## src/rtl/pong_renderer.sv

```systemverilog
// Pong frame renderer: per-pixel hit tests against per-frame shadowed object positions,
// followed by registered colour selection with a HIT-triggered flash of the ball and border.
module pong_renderer #(
    parameter int unsigned COORD_W      = 11,
    parameter int unsigned COLOR_W      = 4,
    parameter int unsigned H_ACTIVE     = 640,
    parameter int unsigned V_ACTIVE     = 480,
    parameter int unsigned PADDLE_W     = 10,
    parameter int unsigned PADDLE_H     = 50,
    parameter int unsigned BALL_SIZE    = 10,
    parameter int unsigned PADDLE1X     = 20,
    parameter int unsigned PADDLE2X     = 610,
    parameter int unsigned FLASH_FRAMES = 8
) (
    input  logic               VGA_CLOCK,
    input  logic               RESET_N,
    input  logic [COORD_W-1:0] XPOS,
    input  logic [COORD_W-1:0] YPOS,
    input  logic               DISP_EN,
    input  logic               FRAME_START,
    input  logic [COORD_W-1:0] PADDLE1Y,
    input  logic [COORD_W-1:0] PADDLE2Y,
    input  logic [COORD_W-1:0] BALLX,
    input  logic [COORD_W-1:0] BALLY,
    input  logic               HIT,
    output logic [COLOR_W-1:0] R,
    output logic [COLOR_W-1:0] G,
    output logic [COLOR_W-1:0] B,
    output logic               DISP_EN_OUT
);

    localparam int unsigned FlashW = (FLASH_FRAMES < 2) ? 1 : $clog2(FLASH_FRAMES + 1);

    localparam logic [COORD_W-1:0] Paddle1X  = COORD_W'(PADDLE1X);
    localparam logic [COORD_W-1:0] Paddle2X  = COORD_W'(PADDLE2X);
    localparam logic [COORD_W-1:0] XLast     = COORD_W'(H_ACTIVE - 1);
    localparam logic [COORD_W-1:0] YLast     = COORD_W'(V_ACTIVE - 1);
    localparam logic [COORD_W:0]   PaddleWEx = (COORD_W + 1)'(PADDLE_W);
    localparam logic [COORD_W:0]   PaddleHEx = (COORD_W + 1)'(PADDLE_H);
    localparam logic [COORD_W:0]   BallEx    = (COORD_W + 1)'(BALL_SIZE);
    localparam logic [FlashW-1:0]  FlashLoad = FlashW'(FLASH_FRAMES);
    localparam logic [COLOR_W-1:0] Ones      = {COLOR_W{1'b1}};
    localparam logic [COLOR_W-1:0] Zero      = '0;

    // Half-open span test with one extra bit so origin+size never wraps to the left edge.
    function automatic logic in_span(input logic [COORD_W-1:0] pos,
                                     input logic [COORD_W-1:0] origin,
                                     input logic [COORD_W:0]   size);
        logic [COORD_W:0] p;
        logic [COORD_W:0] lo;
        logic [COORD_W:0] hi;
        p  = {1'b0, pos};
        lo = {1'b0, origin};
        hi = lo + size;
        return (p >= lo) && (p < hi);
    endfunction

    logic [COORD_W-1:0] p1y_q, p2y_q, bx_q, by_q;
    logic [FlashW-1:0]  flash_q, flash_d;

    logic hit_p1_d, hit_p2_d, hit_ball_d, border_d;
    logic hit_p1_q, hit_p2_q, hit_ball_q, border_q, de1_q;

    logic [COLOR_W-1:0] r_d, g_d, b_d;

    always_ff @(posedge VGA_CLOCK or negedge RESET_N) begin
        if (!RESET_N) begin
            p1y_q <= '0;
            p2y_q <= '0;
            bx_q  <= '0;
            by_q  <= '0;
        end else if (FRAME_START) begin
            p1y_q <= PADDLE1Y;
            p2y_q <= PADDLE2Y;
            bx_q  <= BALLX;
            by_q  <= BALLY;
        end
    end

    always_comb begin
        flash_d = flash_q;
        if (HIT) begin
            flash_d = FlashLoad;
        end else if (FRAME_START && (flash_q != '0)) begin
            flash_d = flash_q - 1'b1;
        end
    end

    always_ff @(posedge VGA_CLOCK or negedge RESET_N) begin
        if (!RESET_N) begin
            flash_q <= '0;
        end else begin
            flash_q <= flash_d;
        end
    end

    always_comb begin
        hit_p1_d   = in_span(XPOS, Paddle1X, PaddleWEx) && in_span(YPOS, p1y_q, PaddleHEx);
        hit_p2_d   = in_span(XPOS, Paddle2X, PaddleWEx) && in_span(YPOS, p2y_q, PaddleHEx);
        hit_ball_d = in_span(XPOS, bx_q, BallEx) && in_span(YPOS, by_q, BallEx);
        border_d   = (XPOS == '0) || (XPOS == XLast) || (YPOS == '0) || (YPOS == YLast);
    end

    always_ff @(posedge VGA_CLOCK or negedge RESET_N) begin
        if (!RESET_N) begin
            hit_p1_q   <= 1'b0;
            hit_p2_q   <= 1'b0;
            hit_ball_q <= 1'b0;
            border_q   <= 1'b0;
            de1_q      <= 1'b0;
        end else begin
            hit_p1_q   <= hit_p1_d;
            hit_p2_q   <= hit_p2_d;
            hit_ball_q <= hit_ball_d;
            border_q   <= border_d;
            de1_q      <= DISP_EN;
        end
    end

    // Paddles outrank ball/border, so they stay white even while flashing.
    always_comb begin
        r_d = Zero;
        g_d = Zero;
        b_d = Zero;
        if (de1_q) begin
            if (hit_p1_q || hit_p2_q) begin
                r_d = Ones;
                g_d = Ones;
                b_d = Ones;
            end else if (hit_ball_q || border_q) begin
                r_d = Ones;
                g_d = (flash_q != '0) ? Zero : Ones;
                b_d = (flash_q != '0) ? Zero : Ones;
            end else begin
                b_d = Ones;
            end
        end
    end

    always_ff @(posedge VGA_CLOCK or negedge RESET_N) begin
        if (!RESET_N) begin
            R           <= Zero;
            G           <= Zero;
            B           <= Zero;
            DISP_EN_OUT <= 1'b0;
        end else begin
            R           <= r_d;
            G           <= g_d;
            B           <= b_d;
            DISP_EN_OUT <= de1_q;
        end
    end

endmodule

```

## config.mk

```make
export PLATFORM = sky130hd
export DESIGN_NAME = pong_renderer
export DESIGN_NICKNAME = d
export VERILOG_FILES = /design/src/rtl/pong_renderer.sv
export SDC_FILE = /design/constraint.sdc
export NUM_CORES = 1
export LEC_CHECK = 0
export ABC_AREA = 1
export CAP_MARGIN = 10
export CORE_AREA = 2 2 109 122
export CTS_CLUSTER_DIAMETER = 40
export DETAILED_ROUTE_END_ITERATION = 10
export DIE_AREA = 0 0 111 124
export GPL_TIMING_DRIVEN = 0
export PLACE_DENSITY_LB_ADDON = 0.2
export REMOVE_ABC_BUFFERS = 1
export SETUP_SLACK_MARGIN = 0.2
export SLEW_MARGIN = 20
export SYNTH_ARGS = -nofsm -noshare
export SYNTH_HDL_FRONTEND = slang
export SYNTH_SLANG_ARGS = --single-unit
```

## constraint.sdc

```tcl
create_clock -name VGA_CLOCK -period 4.2 [get_ports VGA_CLOCK]
set_clock_uncertainty 0.15 [all_clocks]
set_input_delay 0.84 -clock VGA_CLOCK [delete_from_list [all_inputs] [get_ports VGA_CLOCK]]
set_output_delay 0.84 -clock VGA_CLOCK [all_outputs]
set_load 0.05 [all_outputs]
```

# == After elaboration in Yosys (flattened, before gate mapping) ==
# Index checks and enable logic that the tools add are counted.
# classes
n_lt_le_gt_ge,12
bitwise,0
n_mul,0
n_addsub,5
eq_ne,2
reduce_logical,19
mux,12
shift,0
div,0
# op_table
op,count
$lt A11 B12 Y1,4
$mux W4,12
$ge A11 B11 Y1,4
$add A11 B4 Y12 const B,2
$add A11 B6 Y12 const B,2
$logic_not A11 Y1,2
$eq A11 B10 Y1 const B,1
$eq A11 B9 Y1 const B,1
$ge A11 B10 Y1 const B,1
$ge A11 B5 Y1 const B,1
$lt A11 B10 Y1 const B,1
$lt A11 B5 Y1 const B,1
$logic_and A1 B1 Y1,10
$logic_or A1 B1 Y1,5
$reduce_bool A4 Y1,1
$sub A4 B1 Y4 const B,1
$reduce_bool A2 Y1,1
# totals
romBits,0
out_inout_bits,13
latchBits,0
word_cells,64
memories,0
regBits,66
mem_bits_rw,0
inputBits,71

# == Depth between registers and ports, before layout ==
# logic_depth
word_depth,5
depth_mapped,12
depth_no_buf,12

# == Least setup slack after synthesis ==
# OpenSTA, ideal clock, no wires.
# synth_timing
kind,register to register
from,register bx_q[1]
to,register hit_ball_q
setup_slack_ns,2.008
t_arrival_ns,1.971
n_path_buf,0
synth_period_minus_slack_ns,2.192
path_stages_with_launch,12
cell_sequence,dfrtp_1 ha_1 o21ai_0 nor3_1 xor2_1 ha_1 a21oi_1 o21ai_0 a21o_1 nand2_1 nand2_1 nor2_1
# synth_via
elab_chain_len,4
elab_cells_between_ends,5
cone_classes,1 x add/sub; 2 x order compare; 2 x reduce/logical
# synth_lines
element,line_no,text
start: declaration,58,"logic [COORD_W-1:0] p1y_q, p2y_q, bx_q, by_q;"
start signal: assignment,70,bx_q <= '0;
start signal: assignment,75,bx_q <= BALLX;
$add A11 B4 Y12,54,hi = lo + size;
$lt A11 B12 Y1,55,return (p >= lo) && (p < hi);
$logic_and A1 B1 Y1 (*),55,
$logic_and A1 B1 Y1 (*),100,"hit_ball_d = in_span(XPOS, bx_q, BallEx) && in_span(YPOS, by_q, BallEx);"
net hit_ball_d,61,"logic hit_p1_d, hit_p2_d, hit_ball_d, border_d;"
end signal: assignment,114,hit_ball_q <= hit_ball_d;
end: declaration,62,"logic hit_p1_q, hit_p2_q, hit_ball_q, border_q, de1_q;"
# Mark *: on every way through the listed nets, which the timed path passes. The rest lies on a longest branch.
# A chain may end at the register's enable or synchronous reset.

# == Worst setup path in the final report ==
# layout_timing
from,input YPOS[1]
to,register hit_p2_q
# layout_via
elab_chain_len,3
elab_cells_between_ends,4
cone_classes,2 x order compare; 2 x reduce/logical
# layout_lines
element,line_no,text
start: declaration,18,"input logic [COORD_W-1:0] YPOS,"
$lt A11 B12 Y1 or $ge A11 B11 Y1 (tied branches),55,
$logic_and A1 B1 Y1 (*),55,
$logic_and A1 B1 Y1 (*),99,"hit_p2_d = in_span(XPOS, Paddle2X, PaddleWEx) && in_span(YPOS, p2y_q, PaddleHEx);"
net hit_p2_d,61,
end signal: assignment,113,hit_p2_q <= hit_p2_d;
end: declaration,62,
# Marks and branches as above.

==> results.md <==
- Outcome: finished clean
- Average footprint of a synthesized cell: 7.60 um2
- Top-level port count: 84
- CP startpoint kind: primary input
- Gates resized, CTS repair: 0
- Max-cap viol count: 0
- Worst hold path class: register to register
- Fmax achieved: 393 MHz
- Main combinational cell family by area after synthesis: simple AND/OR/NAND/NOR gates
- Synth Register Bits: 57
- Yosys cell types: 31
- Clock Tree Buf Depth: 2
- # rows: 43
- DRC: 0
- GRT Residual Overflow: 0
- Post-synthesis compound-gate area fraction: 11.7%
- Post-DRT Antenna Nets: 0
- Synth-to-Final Area Change: 25.8%
- Core area: 12400 um2
- H-tree depth: 3
- Critical path data required time: 4270 ps
- Worst hold margin: 232 ps
- Gpl congestion: 0.829
- Worst Path Arrival: 2620 ps
- RSZ-0062 raised after global routing: no
- Vias in the first global route: 4533
- Final Total Pwr: 2.06 mW
- Vias: 4462
- Final core occ: 49.8%
- Clock transition at the registers of the reported paths: 60 ps
- Synthesized area: 4920 um2
- Crit share post-route: 60.6%
- Die ar.: 13800 um2
- Iter 0 DRT Violations: 131
- Setup TNS: 0 ps
- Final hold vios: 0
- Cell Pwr Density: 332 nW/um2
- Post-CTS Hold Fix Bufs: 0
- Worst vdd ir: 198 uV
- Final setup fails: 0
- Adder-Cell Fraction of Synth Area: 22.6%
- Synth warnings: 0
- Layout cells sized above 1: 4.11%
- Setup CP Type: primary input to register
- CP Cell Sequence: clkdlybuf4s50_1 > ha_1 > nor2_1 > nor2_1 > o21ai_0 > nand4_1 > a21oi_1 > nor2_1
- Die W: 111 um
- Max incr delay on CP: 710 ps
- Pin count of the biggest net entering global routing: 86
- HPWL Detailed: 9580 um
- Post-CTS Setup Bufs: 0
- CTS Buf Count: 9
- Worst path most repeated cell: nor2_1
- Period minus WS final: 2540 ps
- Slowest-stage cell, CP: clkdlybuf4s50_1
- Slew @ Worst Pin: 732 ps
- CTS tree: built
- Worst-Skew Late Latency: 340 ps
- Synthesized instance count: 648
- Total track usage: 18.4%
- Crit. End Element: register
- Post-Synth Simple-Gate Area: 23.0%
- Post-Synth XOR/XNOR Area: 5.51%
- Buffers on Ports: 83
- Mux share of post-synthesis cell area: 0%
- Leak: 3.05 nW
- First-pass DRT Iterations: 6
- CTS Root Cell: clkbuf_16
- Wire per inst: 13.8 um
- First-pass GRT wire length: 20300 um
- Crit path max fanout: 8
- Initial Utilization: 39.6%
- # diodes: 0
- Sequential area share after synthesis: 29.0%
- Vias per cell: 5.03
- Post-Route WL: 12200 um
- Clk sink count: 57
- Initial antenna violation count: 0
- Total Nets Final: 885
- Relative slew slack: 51.2%
- DIE HEIGHT: 124 um
- Slew Viols, Final: 0
[cell type report]
| cell class | instances | area (um2) |
|---|---|---|
| Clock buffer | 12 | 256 |
| Clock inverter | 4 | 75.1 |
| Fill cell | 1204 | 6230 |
| Inverter | 80 | 300 |
| Multi-Input combinational cell | 493 | 3090 |
| Sequential cell | 57 | 1430 |
| Tap cell | 157 | 196 |
| Timing Repair Buffer | 84 | 846 |
[per-stage QoR]
step	setup WS [ps]	cell area, um2	std cells
floorplan	1730	4820	630
global placement	-548	5850	870
detailed placement	1320	5860	871
CTS	1650	6190	887
global route	1480	6190	887
finish	1660	6190	887
[flip-flops by register name, summed over array words and instances (netlist names)]
name,count
flash_q,4
DISP_EN_OUT,1
R,1
hit_ball_q,1
bx_q,11
B,1
by_q,11
hit_p1_q,1
de1_q,1
border_q,1
hit_p2_q,1
p2y_q,11
G,1
p1y_q,11
[path summary, 6_finish.rpt]
path,start,endpoint,slack [ps],depth (start not counted)
worst max-delay path,YPOS[1],hit_p2_q,1660,8
worst min-delay path,de1_q,DISP_EN_OUT,230,0
worst max register to register,bx_q[1],hit_ball_q,1770,11
worst min register to register,de1_q,DISP_EN_OUT,230,0
max in group asynchronous,RESET_N,by_q[7],3170,2
min in group asynchronous,RESET_N,p1y_q[5],240,1
[synthesized netlist by cell type, drive strengths merged]
cell type	n	area share, %
a211oi	1	0.15
a21boi	1	0.15
a21o	3	0.46
a21oi	40	4.1
buf	12	1.7
clkbuf	6	0.46
dfrtp	57	29
ha	89	23
inv	80	6.1
nand2	146	11
nand3	30	3.2
nand3b	3	0.46
nand4	14	1.8
nor2	55	4.5
nor3	12	1.4
nor4	2	0.25
o211ai	3	0.46
o21a	1	0.15
o21ai	59	6.0
o21bai	1	0.15
o22ai	1	0.13
or2	1	0.13
xnor2	2	0.36
xor2	29	5.2
[worst max-delay path: cells and delay by family]
kind	cells	cell delay, ps
simple gates	4	350
fa+ha+maj	1	310
compound gates	2	400
buf+inv	1	710
[layer usage]
metal  part of all wire [%]  track usage (%)  vias up
met4                    2.4             8.52        0
met3                    3.3             2.82       20
li1                       -                -     2293
met1                     45             21.0     2074
met5                      0                0        -
met2                     50             34.2       75
[placed cells by master, fill, tap and decap left out, drive strengths merged, types with 14 or more instances in the layout]
cell type / Yosys / routed
dfrtp: 57 / 57
nand3: 30 / 30
nor2: 55 / 55
xor2: 29 / 29
o21ai: 59 / 59
ha: 89 / 89
nand2: 146 / 146
clkdlybuf4s50: 0 / 81
inv: 80 / 80
a21oi: 40 / 40
nand4: 14 / 14
[power breakdown]
group | internal [mW] | switching, mW
Sequential | 0.597 | 0.0412
Combinational | 0.254 | 0.337
Clock | 0.552 | 0.276
[cells by family after synthesis]
family	Yosys count
AOI/OAI and AO/OA	110
and+or+nand+nor	263
xor gates and xnor gates	31
adders and majority gates	89
DFF	57
buffers and inverters	98
Note: power is estimated with default switching activity, not from simulation.
